`src/rtl/mem_port_arbiter_if.sv`:
```
// Bundles the IF fetch port, the D load/store port and the memory control lines
// into one handshake bundle; the arbiter takes the slave view and the
// CPU pipeline plus the memory block together take the master view.
interface mem_port_arbiter_if #(
    parameter int AW = 30,
    parameter int DW = 32
);
    // instruction-fetch port
    logic          if_req;
    logic [AW-1:0] if_addr;
    logic          if_ack;
    logic [DW-1:0] if_rdata;
    logic          if_flush;

    // load/store data port
    logic          d_req;
    logic          d_we;
    logic [AW-1:0] d_addr;
    logic [DW-1:0] d_wdata;
    logic          d_ack;
    logic [DW-1:0] d_rdata;

    // single-port memory side
    logic [AW-1:0] mem_addr;
    logic [DW-1:0] mem_wdata;
    logic          mem_wren;
    logic          mem_rren;
    logic          mem_en;
    logic [DW-1:0] mem_rdata;

    logic          busy;

    // arbiter view
    modport slave (
        input  if_req, if_addr, if_flush,
        input  d_req, d_we, d_addr, d_wdata,
        input  mem_rdata,
        output if_ack, if_rdata,
        output d_ack, d_rdata,
        output mem_addr, mem_wdata, mem_wren, mem_rren, mem_en,
        output busy
    );

    // requester / memory view
    modport master (
        output if_req, if_addr, if_flush,
        output d_req, d_we, d_addr, d_wdata,
        output mem_rdata,
        input  if_ack, if_rdata,
        input  d_ack, d_rdata,
        input  mem_addr, mem_wdata, mem_wren, mem_rren, mem_en,
        input  busy
    );
endinterface

```
`src/rtl/mem_port_arbiter.sv`:
```
// Shares one single-port memory between the IF fetch port and the D load/store port.
// Latency: request sampled in IDLE cycle t -> ack in cycle t+2+MEM_LAT; one access per MEM_LAT+3 cycles.
// Backpressure: requesters hold req until their one-cycle ack; requests are only sampled while IDLE.
module mem_port_arbiter #(
    parameter int AW         = 30,
    parameter int DW         = 32,
    parameter int MEM_LAT    = 1,
    parameter int STARVE_MAX = 4
) (
    input  logic              clk,
    input  logic              rst,
    mem_port_arbiter_if.slave bus
);

    localparam int LW = (MEM_LAT > 1) ? $clog2(MEM_LAT) : 1;
    localparam int SW = $clog2(STARVE_MAX + 1);

    typedef enum logic [1:0] {
        S_IDLE  = 2'd0,
        S_ISSUE = 2'd1,
        S_WAIT  = 2'd2,
        S_ACK   = 2'd3
    } state_t;

    state_t        state;
    logic          owner_d;      // 1 = D port owns the current access, 0 = IF
    logic          we_q;
    logic          flushed;      // IF access was flushed while in flight
    logic [LW-1:0] wait_cnt;
    logic [SW-1:0] starve_cnt;

    logic [AW-1:0] addr_q;
    logic [DW-1:0] wdata_q;
    logic          wren_q;
    logic          rren_q;
    logic          en_q;
    logic          if_ack_q;
    logic          d_ack_q;
    logic [DW-1:0] if_rdata_q;
    logic [DW-1:0] d_rdata_q;

    logic          if_req_eff;
    logic          starved;
    logic          grant_d;
    logic          grant_if;
    logic          flush_hit;

    // Arbitration: D has priority unless IF has been passed over STARVE_MAX times;
    // a flush in IDLE hides the IF request for that cycle.
    always_comb begin
        if_req_eff = bus.if_req & ~bus.if_flush;
        starved    = (starve_cnt == SW'(STARVE_MAX));
        grant_d    = bus.d_req & ~(if_req_eff & starved);
        grant_if   = if_req_eff & ~grant_d;
        flush_hit  = ~owner_d & (flushed | bus.if_flush);
    end

    // Access sequencer: IDLE -> ISSUE -> WAIT x MEM_LAT -> ACK, all outputs registered.
    always_ff @(posedge clk or posedge rst) begin
        if (rst) begin
            state      <= S_IDLE;
            owner_d    <= 1'b0;
            we_q       <= 1'b0;
            flushed    <= 1'b0;
            wait_cnt   <= '0;
            starve_cnt <= '0;
            addr_q     <= '0;
            wdata_q    <= '0;
            wren_q     <= 1'b0;
            rren_q     <= 1'b0;
            en_q       <= 1'b0;
            if_ack_q   <= 1'b0;
            d_ack_q    <= 1'b0;
            if_rdata_q <= '0;
            d_rdata_q  <= '0;
        end else begin
            // strobes are single-cycle; the state that needs them re-asserts them
            if_ack_q <= 1'b0;
            d_ack_q  <= 1'b0;
            en_q     <= 1'b0;
            rren_q   <= 1'b0;
            wren_q   <= 1'b0;

            case (state)
                S_IDLE: begin
                    if (grant_d || grant_if) begin
                        state   <= S_ISSUE;
                        owner_d <= grant_d;
                        we_q    <= grant_d & bus.d_we;
                        addr_q  <= grant_d ? bus.d_addr : bus.if_addr;
                        if (grant_d) begin
                            wdata_q <= bus.d_wdata;
                        end
                        en_q    <= 1'b1;
                        rren_q  <= ~(grant_d & bus.d_we);
                        wren_q  <= grant_d & bus.d_we;
                        flushed <= 1'b0;
                    end
                    // count D wins while IF is waiting; any IF win or idle IF clears it
                    if (grant_d && if_req_eff) begin
                        if (!starved) begin
                            starve_cnt <= starve_cnt + SW'(1);
                        end
                    end else if (grant_if || !if_req_eff) begin
                        starve_cnt <= '0;
                    end
                end

                S_ISSUE: begin
                    state    <= S_WAIT;
                    wait_cnt <= LW'(MEM_LAT - 1);
                    if (!owner_d && bus.if_flush) begin
                        flushed <= 1'b1;
                    end
                end

                S_WAIT: begin
                    if (wait_cnt == '0) begin
                        // last wait cycle: memory data is valid now
                        if (flush_hit) begin
                            state <= S_IDLE;
                        end else begin
                            state <= S_ACK;
                            if (owner_d) begin
                                d_ack_q <= 1'b1;
                                if (!we_q) begin
                                    d_rdata_q <= bus.mem_rdata;
                                end
                            end else begin
                                if_ack_q   <= 1'b1;
                                if_rdata_q <= bus.mem_rdata;
                            end
                        end
                    end else begin
                        wait_cnt <= wait_cnt - LW'(1);
                        if (!owner_d && bus.if_flush) begin
                            flushed <= 1'b1;
                        end
                    end
                end

                S_ACK: begin
                    state <= S_IDLE;
                end

                default: begin
                    state <= S_IDLE;
                end
            endcase
        end
    end

    assign bus.mem_addr  = addr_q;
    assign bus.mem_wdata = wdata_q;
    assign bus.mem_wren  = wren_q;
    assign bus.mem_rren  = rren_q;
    assign bus.mem_en    = en_q;
    assign bus.if_ack    = if_ack_q;
    assign bus.if_rdata  = if_rdata_q;
    assign bus.d_ack     = d_ack_q;
    assign bus.d_rdata   = d_rdata_q;
    assign bus.busy      = (state != S_IDLE);

endmodule
```
`src/flat_wrapper.sv`:
```
// flat-port wrapper written by rule: the top's interface ports become plain ports
module mem_port_arbiter_flat 
#(
    parameter int AW         = 30,
    parameter int DW         = 32,
    parameter int MEM_LAT    = 1,
    parameter int STARVE_MAX = 4
)
  (clk, rst, bus_if_req, bus_if_addr, bus_if_flush, bus_d_req, bus_d_we, bus_d_addr, bus_d_wdata, bus_mem_rdata, bus_if_ack, bus_if_rdata, bus_d_ack, bus_d_rdata, bus_mem_addr, bus_mem_wdata, bus_mem_wren, bus_mem_rren, bus_mem_en, bus_busy);
  mem_port_arbiter_if #(.AW(AW), .DW(DW)) bus_i ();
  input  logic clk;
  input  logic rst;
  input wire logic [$bits(bus_i.if_req)-1:0] bus_if_req;
  input wire logic [$bits(bus_i.if_addr)-1:0] bus_if_addr;
  input wire logic [$bits(bus_i.if_flush)-1:0] bus_if_flush;
  input wire logic [$bits(bus_i.d_req)-1:0] bus_d_req;
  input wire logic [$bits(bus_i.d_we)-1:0] bus_d_we;
  input wire logic [$bits(bus_i.d_addr)-1:0] bus_d_addr;
  input wire logic [$bits(bus_i.d_wdata)-1:0] bus_d_wdata;
  input wire logic [$bits(bus_i.mem_rdata)-1:0] bus_mem_rdata;
  output wire logic [$bits(bus_i.if_ack)-1:0] bus_if_ack;
  output wire logic [$bits(bus_i.if_rdata)-1:0] bus_if_rdata;
  output wire logic [$bits(bus_i.d_ack)-1:0] bus_d_ack;
  output wire logic [$bits(bus_i.d_rdata)-1:0] bus_d_rdata;
  output wire logic [$bits(bus_i.mem_addr)-1:0] bus_mem_addr;
  output wire logic [$bits(bus_i.mem_wdata)-1:0] bus_mem_wdata;
  output wire logic [$bits(bus_i.mem_wren)-1:0] bus_mem_wren;
  output wire logic [$bits(bus_i.mem_rren)-1:0] bus_mem_rren;
  output wire logic [$bits(bus_i.mem_en)-1:0] bus_mem_en;
  output wire logic [$bits(bus_i.busy)-1:0] bus_busy;
  assign bus_i.if_req = bus_if_req;
  assign bus_i.if_addr = bus_if_addr;
  assign bus_i.if_flush = bus_if_flush;
  assign bus_i.d_req = bus_d_req;
  assign bus_i.d_we = bus_d_we;
  assign bus_i.d_addr = bus_d_addr;
  assign bus_i.d_wdata = bus_d_wdata;
  assign bus_i.mem_rdata = bus_mem_rdata;
  assign bus_if_ack = bus_i.if_ack;
  assign bus_if_rdata = bus_i.if_rdata;
  assign bus_d_ack = bus_i.d_ack;
  assign bus_d_rdata = bus_i.d_rdata;
  assign bus_mem_addr = bus_i.mem_addr;
  assign bus_mem_wdata = bus_i.mem_wdata;
  assign bus_mem_wren = bus_i.mem_wren;
  assign bus_mem_rren = bus_i.mem_rren;
  assign bus_mem_en = bus_i.mem_en;
  assign bus_busy = bus_i.busy;
  mem_port_arbiter #(.AW(AW), .DW(DW), .MEM_LAT(MEM_LAT), .STARVE_MAX(STARVE_MAX)) u_core (.clk(clk), .rst(rst), .bus(bus_i));
endmodule
```
`config.mk`:
```
export PLATFORM = sky130hd
export DESIGN_NAME = mem_port_arbiter_flat
export DESIGN_NICKNAME = d
export VERILOG_FILES = /design/src/rtl/mem_port_arbiter_if.sv /design/src/rtl/mem_port_arbiter.sv /design/src/flat_wrapper.sv
export SDC_FILE = /design/constraint.sdc
export NUM_CORES = 1
export LEC_CHECK = 0
export ABC_CLOCK_PERIOD_IN_PS = 5950
export CAP_MARGIN = 10
export CORE_AREA = 4 4 115 117
export CTS_CLUSTER_DIAMETER = 150
export DETAILED_ROUTE_END_ITERATION = 8
export DIE_AREA = 0 0 119 121
export DONT_BUFFER_PORTS = 1
export PLACE_DENSITY = 0.67
export SLEW_MARGIN = 15
export SYNTH_ARGS = -nofsm -noshare
export SYNTH_HDL_FRONTEND = slang
export SYNTH_SLANG_ARGS = --single-unit
export TNS_END_PERCENT = 10
```
`constraint.sdc`:
```
create_clock -name clk -period 5.95 [get_ports clk]
set_input_delay 0.595 -clock clk [delete_from_list [all_inputs] [get_ports clk]]
set_output_delay 0.595 -clock clk [all_outputs]
set_load 0.02 [all_outputs]
```
### After elaboration in Yosys (flattened, before gate mapping)

Index checks and enable logic that the tools add are counted.

| word-level totals | value |
|---|---|
| bits in registers | 140 |
| bits of input ports | 130 |
| output and inout bits | 132 |

| operators by class | value |
|---|---|
| add/subtract/negate cells | 2 |
| equality and inequality tests | 8 |
| mux-type cells | 28 |
| bitwise operators | 15 |
| reduce and logical (&&, ||, !) cells | 18 |

Operators with widths:

| kind | number |
|---|---|
| $mux 30 | 1 |
| $mux 1 | 18 |
| $mux 3 | 3 |
| $reduce_and 3->1 | 3 |
| $not 1->1 | 8 |
| $pmux 2 s4 | 1 |
| $and 1x1->1 | 6 |
| $mux 2 | 3 |
| $reduce_bool 2->1 | 3 |
| $reduce_and 5->1 | 1 |
| $eq 2x2->1 const B | 2 |
| $ne 2x1->1 const B | 2 |
| $ne 2x2->1 const B | 2 |
| $reduce_and 2->1 | 2 |
| $reduce_and 4->1 | 1 |
| $add 3x1->3 const B | 1 |
| $eq 3x3->1 const B | 1 |
| $pmux 1 s3 | 1 |
| $reduce_bool 3->1 | 1 |
| $eq 2x1->1 const B | 1 |
| $logic_and 1x1->1 | 2 |
| $logic_not 1->1 | 2 |
| $logic_not 2->1 | 1 |
| $logic_or 1x1->1 | 2 |
| other kinds (3) | 3 |

### Logic depth before layout (Yosys ltp)

Gate-level depths: netlist of run 1.

| depth | value |
|---|---|
| word-level depth | 10 |
| mapped depth | 7 |
| gate-level depth less buffers | 5 |

### Worst setup path after synthesis of run 1

OpenSTA, ideal clock, no wires.

| path | value |
|---|---|
| path kind | register to register |
| start | reg u_core.starve_cnt[0] |
| end | reg u_core.wdata_q[18] (netlist: u_core.bus.mem_wdata[18]) |
| data arrival time | 1684 ps |
| slack | 4142 ps |
| stages on the path, launching flop included | 8 |
| cell sequence | dfrtp_1 inv_1 ha_1 and4b_1 buf_2 nor3_4 buf_6 mux2_2 |

| on the way | value |
|---|---|
| longest elaborated chain between the ends | 8 |

RTL lines:

| item | line | RTL |
|---|---|---|
| start: declaration | mem_port_arbiter.sv:30 | `logic [SW-1:0] starve_cnt;` |
| start signal: assignment | mem_port_arbiter.sv:102 | `starve_cnt <= starve_cnt + SW'(1);` |
| $eq 3x3->1 (*) | mem_port_arbiter.sv:52 | `starved = (starve_cnt == SW'(STARVE_MAX));` |
| $and 1x1->1 (*) | mem_port_arbiter.sv:53 | `grant_d = bus.d_req & ~(if_req_eff & starved);` |
| $not 1->1 (*) | mem_port_arbiter.sv:53 |  |
| $and 1x1->1 (*) | mem_port_arbiter.sv:53 |  |
| $not 1->1 | mem_port_arbiter.sv:54 | `grant_if = if_req_eff & ~grant_d;` |
| $and 1x1->1 | mem_port_arbiter.sv:54 |  |
| $logic_or 1x1->1 | mem_port_arbiter.sv:86 | `if (grant_d \|\| grant_if) begin` |
| $reduce_and 3->1 (no line) (*) | n/a |  |
| end signal: assignment | mem_port_arbiter.sv:92 | `wdata_q <= bus.d_wdata;` |
| end: declaration | mem_port_arbiter.sv:33 | `logic [DW-1:0] wdata_q;` |

Mark *: on every way between the ends. The rest lies on a longest branch, timed or not.
A chain may end at the register's enable or synchronous reset.

### Worst setup path after layout of run 1

| path | value |
|---|---|
| start | reg u_core.state[0] |
| end | reg u_core.wdata_q[23] (netlist: u_core.bus.mem_wdata[23]) |

| on the way | value |
|---|---|
| longest elaborated chain between the ends | 2 |

RTL lines:

| item | line | RTL |
|---|---|---|
| start: declaration | mem_port_arbiter.sv:25 | `state_t state;` |
| start signal: assignment | mem_port_arbiter.sv:61 | `state <= S_IDLE;` |
| start signal: assignment | mem_port_arbiter.sv:87 | `state <= S_ISSUE;` |
| start signal: assignment | mem_port_arbiter.sv:110 | `state <= S_WAIT;` |
| $logic_not 2->1 | mem_port_arbiter.sv:84 | `case (state)` |
| $reduce_and 3->1 (no line) | n/a |  |

Every way passes these cells.

==> metrics, run 1 <==
GRT Overall Usage=0.194; Die Wd=between 100 and 150 um; Ant. Diodes=0; share of the synthesized area in the top cell type=0.585; Setup CP Type=register to register; Routed Antenna Nets=0; First DRT Iteration DRCs=209; Post-Syn Nets=575; async set-reset flop share out of synthesis=1.00; Worst-Margin Slew=1.03 ns; slowest stage delay, CP=0.56 ns; Area contributors post-synth=dfrtp_1, mux2_2, o221a_2; Post-synth EDFFs=0; critical path data arrival time=3.14 ns; Post-synth top flop=dfrtp_1; Tmin final=2.85 ns; fin. max-slew vios=0; Syn Inst Count=439; final core occ=0.540; crit-path max FO=40; synth cell count leaders=dfrtp_1, mux2_2, nand2_1; number of port buffers=0; Cells after DPL=579; leakage power total=0.00284 uW; reg2reg start=u_core.state[0]; crit-path cells=inv_1, ha_1, buf_4, inv_1, nor3_4, buf_4, mux2_2; share of cells above drive strength 1=0.330; endpoints failing setup=0; peak supply drop=0.000315 V; Worst path top cell family by delay=buffers and inverters; TritonRoute pass-1 iters=4; outcome=completed; R2R Setup Slk=3.10 ns; worst-skew pair later-pin latency=0.41 ns; Routed WL=between 10 and 15 mm; DR vias/cell=5.97; max cap viols=0; YS warnings=0; top-count cell post-synth=dfrtp_1; max frequency=351 MHz; post-DP HPWL=roughly 9.6 mm; post_cts resized=0; CP max-delay cell=nor3_4; r2r worst-path depth=7; wire length per cell=22.4 um; first-pass GRT wire length=21.8 mm; Clock Sinks=between 100 and 150; total number of vias=3,646; hold buffer count at CTS=0; root buf cell=clkbuf_16; Hold Slack=between 0.1 and 0.15 ns; Initial Util=0.481; Buf/Inv on CP=4; Final Hold Fails=0; CTS tree=yes; skew final=0.00423 ns; Yosys reg bits=139; clock buffer depth=2; Num CTS Buffers=17; Layout area overhead=12.3%; PD cells=645 mW/mm^2; Setup TNS=0 ns; vias in the first global route=3,986; unrepaired setup endpoints after global routing=no; critical path startpoint category=register; Clock Pin Slew Worst Setup and Hold Paths=0.06 ns; Syn Area/Cell=13.5 sq um; FF-to-FF End=u_core.bus.mem_wdata[23]; Filler cells=1,073; antenna violations before repair=1; Core Rows=41; Overflow after GRT=0; Hold Crit Class=primary input to asynchronous set/reset pin; die area=around 0.014 sq mm; Core Box Area=~0.012 sq mm; DIE HEIGHT=121 um; placer's final routability congestion estimate=between 0.7 and 0.8; leading area contributor after synthesis=dfrtp_1; Slew HR=0.310; fin nets=562; final period utilization=0.478; sequential area share after synthesis=0.585; post-CTS setup buffer count=0; Distinct cells, synth=35; post-route DRC violation count=0; pin count of the biggest net entering global routing=77; Ports=262; Syn Std Cell Area=0.00594 sq mm; Worst Setup End Kind=register; Non-Filler Instances=between 600 and 700; Crit path required time=between 6 and 7 ns; htree depth=4
[registers in the layout, summed over array words and instances, names as in the netlist]
register and count:
u_core.bus.d_rdata 32, u_core.bus.if_rdata 32, u_core.bus.mem_wdata 32, u_core.bus.mem_addr 30
u_core.starve_cnt 3, u_core.state 2, u_core.bus.d_ack 1, u_core.bus.if_ack 1
u_core.bus.mem_en 1, u_core.bus.mem_rren 1, u_core.bus.mem_wren 1, u_core.flushed 1
u_core.owner_d 1, u_core.we_q 1
[report_power, final]
part | switching [uW] | internal, uW
clock network | 384 | 727
logic | 354 | 525
registers | 904 | 1410
[area by class of cell]
type / instances / area, sq um / area share
clock inverters: 9 / 161 / 0.0242
inverters: 9 / 38.8 / 0.00581
repair buffers: 6 / 45.0 / 0.00675
well taps: 172 / 215 / 0.0322
clock buffers: 23 / 468 / 0.0701
flip-flops and latches: 139 / 3480 / 0.521
multi-input cells: 253 / 2270 / 0.340
[worst max path at each step]
stage,start,end,cells after the start
2_1_floorplan,rst,u_core.bus.d_ack,1
3_3_place_gp,u_core.state[0],u_core.bus.mem_wdata[21],7
4_1_cts,u_core.state[0],u_core.bus.mem_wdata[29],7
6_report,u_core.state[0],u_core.bus.mem_wdata[23],7
3_5_place_dp,u_core.state[0],u_core.bus.mem_wdata[29],7
5_1_grt,u_core.state[1],u_core.bus.mem_wdata[11],7
[placed cells by master, fill, tap and decap left out, types with 2 or more instances in the layout]
cell type / netlist / final
inv_1: 9 / 8
nand2_1: 33 / 33
o221a_2: 30 / 30
o22ai_1: 2 / 2
clkinv_4: 0 / 2
ha_1: 6 / 6
clkbuf_1: 25 / 4
bufinv_16: 0 / 4
inv_6: 0 / 2
a2bb2oi_1: 31 / 31
a21o_1: 2 / 2
clkbuf_16: 0 / 17
mux2_2: 75 / 75
o21ai_0: 30 / 30
buf_4: 0 / 6
dfrtp_1: 139 / 139
a32o_1: 2 / 2
mux2_1: 21 / 21
clkinvlp_4: 0 / 2
clkbuf_8: 0 / 2
nand2b_1: 3 / 3
[metal layers]
metal / track usage / wire length (um) / up-vias / share of wire
met3: 0.103 / 1800 / 25 / 0.13
met2: 0.310 / 6730 / 208 / 0.49
met4: 0.0927 / 328 / 2 / 0.024
met5: 0 / 13 / - / 0.00095
li1: - / - / 1595 / -
met1: 0.213 / 4790 / 1816 / 0.35
[worst reg2reg max path: cells and delay by family, from the launching register on]
family | cells | cell delay (ns)
flip-flops | 1 | 0.39
multiplexers | 1 | 0.39
AND/OR/NAND/NOR | 1 | 0.57
adder cells (fa/ha/maj) | 1 | 0.17
buffers and inverters | 4 | 1.22
[metrics by stage]
step / instance area [sq um] / setup WS [ns] / total power [uW]
after global routing: 6680 / 2.91 / 4550
after global placement: 6050 / 3.20 / 3170
after floorplan: 5940 / 1.63 / 2970
after CTS: 6680 / 3.08 / 4370
final: 6680 / 3.10 / 4300
after detailed placement: 6050 / 3.10 / 3230
[logic make-up (layout without fill, tap and decap cells)]
group,count (synthesis),in the layout,synth area share
mux,97,97,0.184
flops,139,139,0.585
simple gates,47,47,0.0398
fa+ha+maj,6,6,0.0126
compound gates,103,103,0.144
buf+inv,47,47,0.0352
(Power assumes the default switching activity.)
==> run 2, diff against run 1 <==
--- a/config.mk
+++ b/config.mk
@@ -5,14 +5,14 @@
 export SDC_FILE = /design/constraint.sdc
 export NUM_CORES = 1
 export LEC_CHECK = 0
-export ABC_CLOCK_PERIOD_IN_PS = 5950
+export ABC_CLOCK_PERIOD_IN_PS = 2500
 export CAP_MARGIN = 10
 export CORE_AREA = 4 4 115 117
 export CTS_CLUSTER_DIAMETER = 150
 export DETAILED_ROUTE_END_ITERATION = 8
 export DIE_AREA = 0 0 119 121
 export DONT_BUFFER_PORTS = 1
-export PLACE_DENSITY = 0.67
+export PLACE_DENSITY = 0.69
 export SLEW_MARGIN = 15
 export SYNTH_ARGS = -nofsm -noshare
 export SYNTH_HDL_FRONTEND = slang
==> constraint.sdc (replaced) <==
create_clock -name clk -period 2.5 [get_ports clk]
set_input_delay 0.25 -clock clk [delete_from_list [all_inputs] [get_ports clk]]
set_output_delay 0.25 -clock clk [all_outputs]
set_load 0.02 [all_outputs]
==> run 2 against run 1 <==
Final cell count is 17% higher. Critical path type unchanged. Sequential share of layout area is 7.1 points lower. Fmax rose by 31%. Highest routed layer is now met4.
==> metrics, run 2 (synthesis results as in run 1) <==
Comb pwr share=0.218 (+0.014); power share of the sequential group=0.525 (-0.013); max cap viols=0 (unchanged); worst-skew pair later-pin latency=0.41 ns (about the same); Routed WL=15.0 mm (+10%); critical path startpoint category=register; Hold Crit Class=primary input to register; routing usage on met1=0.225 (+0.0118); Slew HR=0.533 (+0.223); GRT Overall Usage=0.208 (+0.0141); vias in the first global route=4,431 (+11%); final period utilization=0.868 (+0.390); antenna violations before repair=0 (-1); Worst-Margin Slew=0.701 ns (-0.333 ns); Die Wd=119 um (unchanged); endpoints failing setup=0 (unchanged); Worst Setup End Kind=register; Num CTS Buffers=17 (unchanged); pin count of the biggest net entering global routing=140 (+82%); Layout area overhead=30.0%; CTS tree=yes; Initial Util=0.481 (unchanged); total number of vias=4,094 (+12%); final core occ=0.625 (+0.0851); DIE HEIGHT=121 um (unchanged); DR vias/cell=5.73 (-3.9%); fin. max-slew vios=0 (unchanged); slowest stage delay, CP=0.58 ns (+0.02 ns); Final Hold Fails=0 (unchanged); Total Power=10,600 uW (+150%); number of port buffers=0 (unchanged); wire length per cell=21.1 um (-5.8%); Power Internal=6540 uW (+150%); post-DP HPWL=9.56 mm (-0.51%); area post-placement=0.00611 sq mm (+1.1%); Worst path top cell family by delay=buffers and inverters; First DRT Iteration DRCs=266 (+27%); Buf/Inv on CP=3 (-1); Core Rows=41 (unchanged); Tmin final=2.17 ns (-0.674 ns); Setup CP Type=register to register; critical path data arrival time=2.51 ns (-0.63 ns); switching pwr=4040 uW (+150%); max frequency=461 MHz (+31%); crit-path max FO=37 (-7.5%); Filler cells=916 (-15%); Finished Cell Area=0.00773 sq mm (+16%); outcome=completed; dpl ws=0.528 ns (-2.57 ns); CP max-delay cell=dlygate4sd3_1; M3 GR Usage=0.0937 (-0.00979); busiest grt layer=met2; clock share of power=0.257 (about the same); M2 GR Usage=0.351 (+0.0413); Setup TNS=0 ns (unchanged); die area=0.0144 sq mm (unchanged); root buf cell=clkbuf_16; leakage power total=0.00329 uW (+16%); crit-path cells=inv_1, ha_1, buf_4, o21ai_1, a31oi_1, dlygate4sd3_1; Crit path required time=2.84 ns (-3.40 ns); fin nets=665 (+18%); first-pass GRT wire length=23.4 mm (+7.3%); Overflow after GRT=0 (unchanged); final setup margin=0.329 ns (-2.78 ns); commonest non-fill, non-tap cell in the layout=dfrtp_1; TritonRoute pass-1 iters=5 (+1); share of cells above drive strength 1=0.280 (-0.0499); Clock Sinks=139 (unchanged); clock buffer depth=2 (unchanged); unrepaired setup endpoints after global routing=no; Ports=262 (unchanged); sw frac=0.382 (about the same); htree depth=4 (unchanged); skew final=0.00675 ns (+0.00251 ns); Routed Antenna Nets=0 (unchanged); most frequent cells in the layout=dfrtp_1, dlygate4sd3_1, mux2_2, nand2_1, a2bb2oi_1; PD cells=1370 mW/mm^2 (+110%); Core Box Area=0.0124 sq mm (unchanged); placer's final routability congestion estimate=0.781 (+2.3%); peak supply drop=0.000812 V (+160%); Ant. Diodes=0 (unchanged); Clock Pin Slew Worst Setup and Hold Paths=0.06 ns (about the same); post-route DRC violation count=0 (unchanged)
## run 2: final cells by class
| cell class | count | area [sq um] | area share |
|---|---|---|---|
| flip-flops and latches | 139 | 3480 | 0.450 |
| multi-input cells | 253 | 2270 | 0.294 |
| repair buffers | 109 | 1090 | 0.141 |
| clock buffers | 21 | 450 | 0.0583 |
| well taps | 172 | 215 | 0.0278 |
| clock inverters | 11 | 191 | 0.0248 |
| inverters | 9 | 37.5 | 0.00486 |
## run 2: layer usage
layer,up-vias,wire [um]
met1,2027,5350
li1,1806,-
met3,29,1630
met4,0,376
met2,232,7680
met5,-,0
## run 2: final timing paths
check,startpoint,endpoint,slack (ns),cells after the start
max in group asynchronous,rst,u_core.bus.d_rdata[17],1.42,3
worst min register to register,u_core.we_q,u_core.we_q,0.51,1
worst max register to register,u_core.state[0],u_core.bus.mem_rren,0.33,6
worst min-delay path,bus_if_addr[6],u_core.bus.mem_addr[6],0.04,2
worst max-delay path,u_core.state[0],u_core.bus.mem_rren,0.33,6
min in group asynchronous,rst,u_core.bus.mem_addr[20],0.59,3
## run 2: stage by stage
step / cells / hold WS [ns]
2_1_floorplan: 439 / 0.360
3_3_place_gp: 585 / 0.367
3_5_place_dp: 585 / 0.382
4_1_cts: 713 / 0.00155
5_1_grt: 714 / 0.0335
6_report: 714 / 0.0435
## run 2: power by group through the flow
| stage | combinational [uW] | clock, uW | sequential [uW] |
|---|---|---|---|
| floorplan | 1860 | 0 | 5220 |
| global placement | 2050 | 0 | 5550 |
| detailed placement | 2180 | 0 | 5570 |
| CTS | 2310 | 2780 | 5560 |
| global route | 2540 | 2900 | 5680 |
| finish | 2310 | 2720 | 5550 |
## run 2: what timing repair did
item                      4_1_cts  5_1_grt
gates resized for setup         0        0
buffers inserted                0        0
hold buffers                   96        1
hold endpoints to repair      267        1
==> run 3, diff against run 2 <==
--- a/config.mk
+++ b/config.mk
@@ -7,12 +7,12 @@
 export LEC_CHECK = 0
 export ABC_CLOCK_PERIOD_IN_PS = 2500
 export CAP_MARGIN = 10
-export CORE_AREA = 4 4 115 117
-export CTS_CLUSTER_DIAMETER = 150
+export CORE_AREA = 4 4 118 120
+export CTS_CLUSTER_DIAMETER = 200
 export DETAILED_ROUTE_END_ITERATION = 8
-export DIE_AREA = 0 0 119 121
+export DIE_AREA = 0 0 122 124
 export DONT_BUFFER_PORTS = 1
-export PLACE_DENSITY = 0.69
+export PLACE_DENSITY = 0.66
 export SLEW_MARGIN = 15
 export SYNTH_ARGS = -nofsm -noshare
 export SYNTH_HDL_FRONTEND = slang
==> run 3 against run 2 <==
Clock-buffer cell count fell by 1. Largest power group unchanged. Largest cell class unchanged. Total power decreased by 4.0%. Register-to-register slack improved by 0.09 ns. Sequential share of layout area is 0.66 points higher. Non-clock buffer count shrank 2. Core utilization is 3.8 points lower.
==> metrics, run 3 (synthesis results as in run 1) <==
post-CTS setup buffer count=0 (unchanged); max cap viols=0 (unchanged); max frequency=480 MHz (+4.3%); area post-placement=0.00609 sq mm (-0.37%); Hold Slack=0.0400 ns (-0.00350 ns); vias in the first global route=4,321 (-2.5%); DIE HEIGHT=124 um (+2.5%); Critical Path Source=u_core.state[0]; R2R Setup Slk=0.42 ns (+0.09 ns); root buf cell=clkbuf_16; Tmin final=2.08 ns (-0.0886 ns); share of cells above drive strength 1=0.280 (-0.000294); Num CTS Buffers=17 (unchanged); placer's final routability congestion estimate=0.762 (-2.5%); total number of vias=4,073 (-0.51%); slowest stage delay, CP=0.56 ns (-0.02 ns); most frequent cells in the layout=dfrtp_1, dlygate4sd3_1, mux2_2, nand2_1, a2bb2oi_1; post-DP HPWL=9.48 mm (-0.79%); Overflow after GRT=0 (unchanged); Hold Crit Class=primary input to register; PD cells=1330 mW/mm^2 (-2.6%); Worst Setup End Kind=register; Initial Util=0.458 (-0.0228); first-pass GRT wire length=23.2 mm (-0.86%); fin nets=663 (-0.30%); wire length per cell=21.5 um (+2.0%); critical path startpoint category=register; CP max-delay cell=dlygate4sd3_1; crit-path cells=inv_1, ha_1, buf_4, o21ai_1, a31oi_1, dlygate4sd3_1; outcome=completed; Routed WL=15.4 mm (+2.1%); commonest non-fill, non-tap cell in the layout=dfrtp_1; htree depth=4 (unchanged); CTS tree=yes; unrepaired setup endpoints after global routing=no; Ports=262 (unchanged); Die Wd=122 um (+2.5%); DR vias/cell=5.70 (-0.65%); Clock Sinks=139 (unchanged); reg2reg start=u_core.state[0]; fin. max-slew vios=0 (unchanged); Worst path top cell family by delay=buffers and inverters; First DRT Iteration DRCs=302 (+14%); Layout area overhead=28.1%; clock buffer depth=2 (unchanged); Slew HR=0.481 (-0.0520); skew final=0.00712 ns (+0.000372 ns); post-route DRC violation count=0 (unchanged); Core Box Area=0.0130 sq mm (+5.0%); final period utilization=0.833 (-0.0354); Final Hold Fails=0 (unchanged); worst-skew pair later-pin latency=0.41 ns (about the same); die area=0.0151 sq mm (+5.1%); Buf/Inv on CP=3 (unchanged); Worst-Margin Slew=0.779 ns (+0.0780 ns); critical path data arrival time=2.43 ns (-0.08 ns); hold path start=bus_if_addr[7]; leakage power total=0.00323 uW (-1.8%); Finished Cell Area=0.00762 sq mm (-1.4%); Setup TNS=0 ns (unchanged); antenna violations before repair=0 (unchanged); endpoints failing setup=0 (unchanged); pin count of the biggest net entering global routing=140 (unchanged); Ant. Diodes=0 (unchanged); TritonRoute pass-1 iters=4 (-1); Routed Antenna Nets=0 (unchanged); crit-path max FO=39 (+5.4%); Setup CP Type=register to register; peak supply drop=0.000664 V (-18%); number of port buffers=0 (unchanged); Core Rows=42 (+2.4%); Total Power=10,200 uW (-4.0%); hold buffer count at CTS=97 (+1.0%); Crit path required time=2.85 ns (about the same); GRT Overall Usage=0.199 (-0.00987); Clock Pin Slew Worst Setup and Hold Paths=0.06 ns (about the same); post_cts resized=0 (unchanged)
[run 3: through the flow]
stage | util | instances | worst slack (ns)
finish | 0.587 | 715 | 0.417
CTS | 0.587 | 715 | 0.430
global route | 0.587 | 715 | 0.259
detailed placement | 0.469 | 587 | 0.508
global placement | 0.469 | 587 | 0.597
floorplan | - | 439 | 0.515
[run 3: final timing paths]
kind / to / depth (start not counted)
worst max-delay path: u_core.bus.mem_rren / 6
worst min-delay path: u_core.bus.mem_addr[7] / 2
worst max register to register: u_core.bus.mem_rren / 6
worst min register to register: u_core.we_q / 1
max in group asynchronous: u_core.bus.if_rdata[9] / 3
min in group asynchronous: u_core.bus.mem_wdata[12] / 3
[run 3: cell type report]
type                    instances  area (sq um)
fillers                      1048          5360
flip-flops and latches        139          3480
multi-input cells             253          2270
repair buffers                107          1060
clock buffers                  20           457
well taps                     176           220
clock inverters                11          96.3
inverters                       9          37.5
[run 3: report_power, final]
group          total, uW  internal [uW]  switching, uW
sequential          5530           3350           2180
combinational       2280           1370            911
clock               2350           1410            945
total              10200           6130           4030
[run 3: metal layers]
| metal | track usage | wire, um | vias to the layer above |
|---|---|---|---|
| li1 | - | - | 1798 |
| met1 | 0.227 | 5690 | 2047 |
| met2 | 0.329 | 7750 | 210 |
| met3 | 0.0881 | 1690 | 18 |
| met4 | 0.0770 | 235 | 0 |
| met5 | 0 | 0 | - |
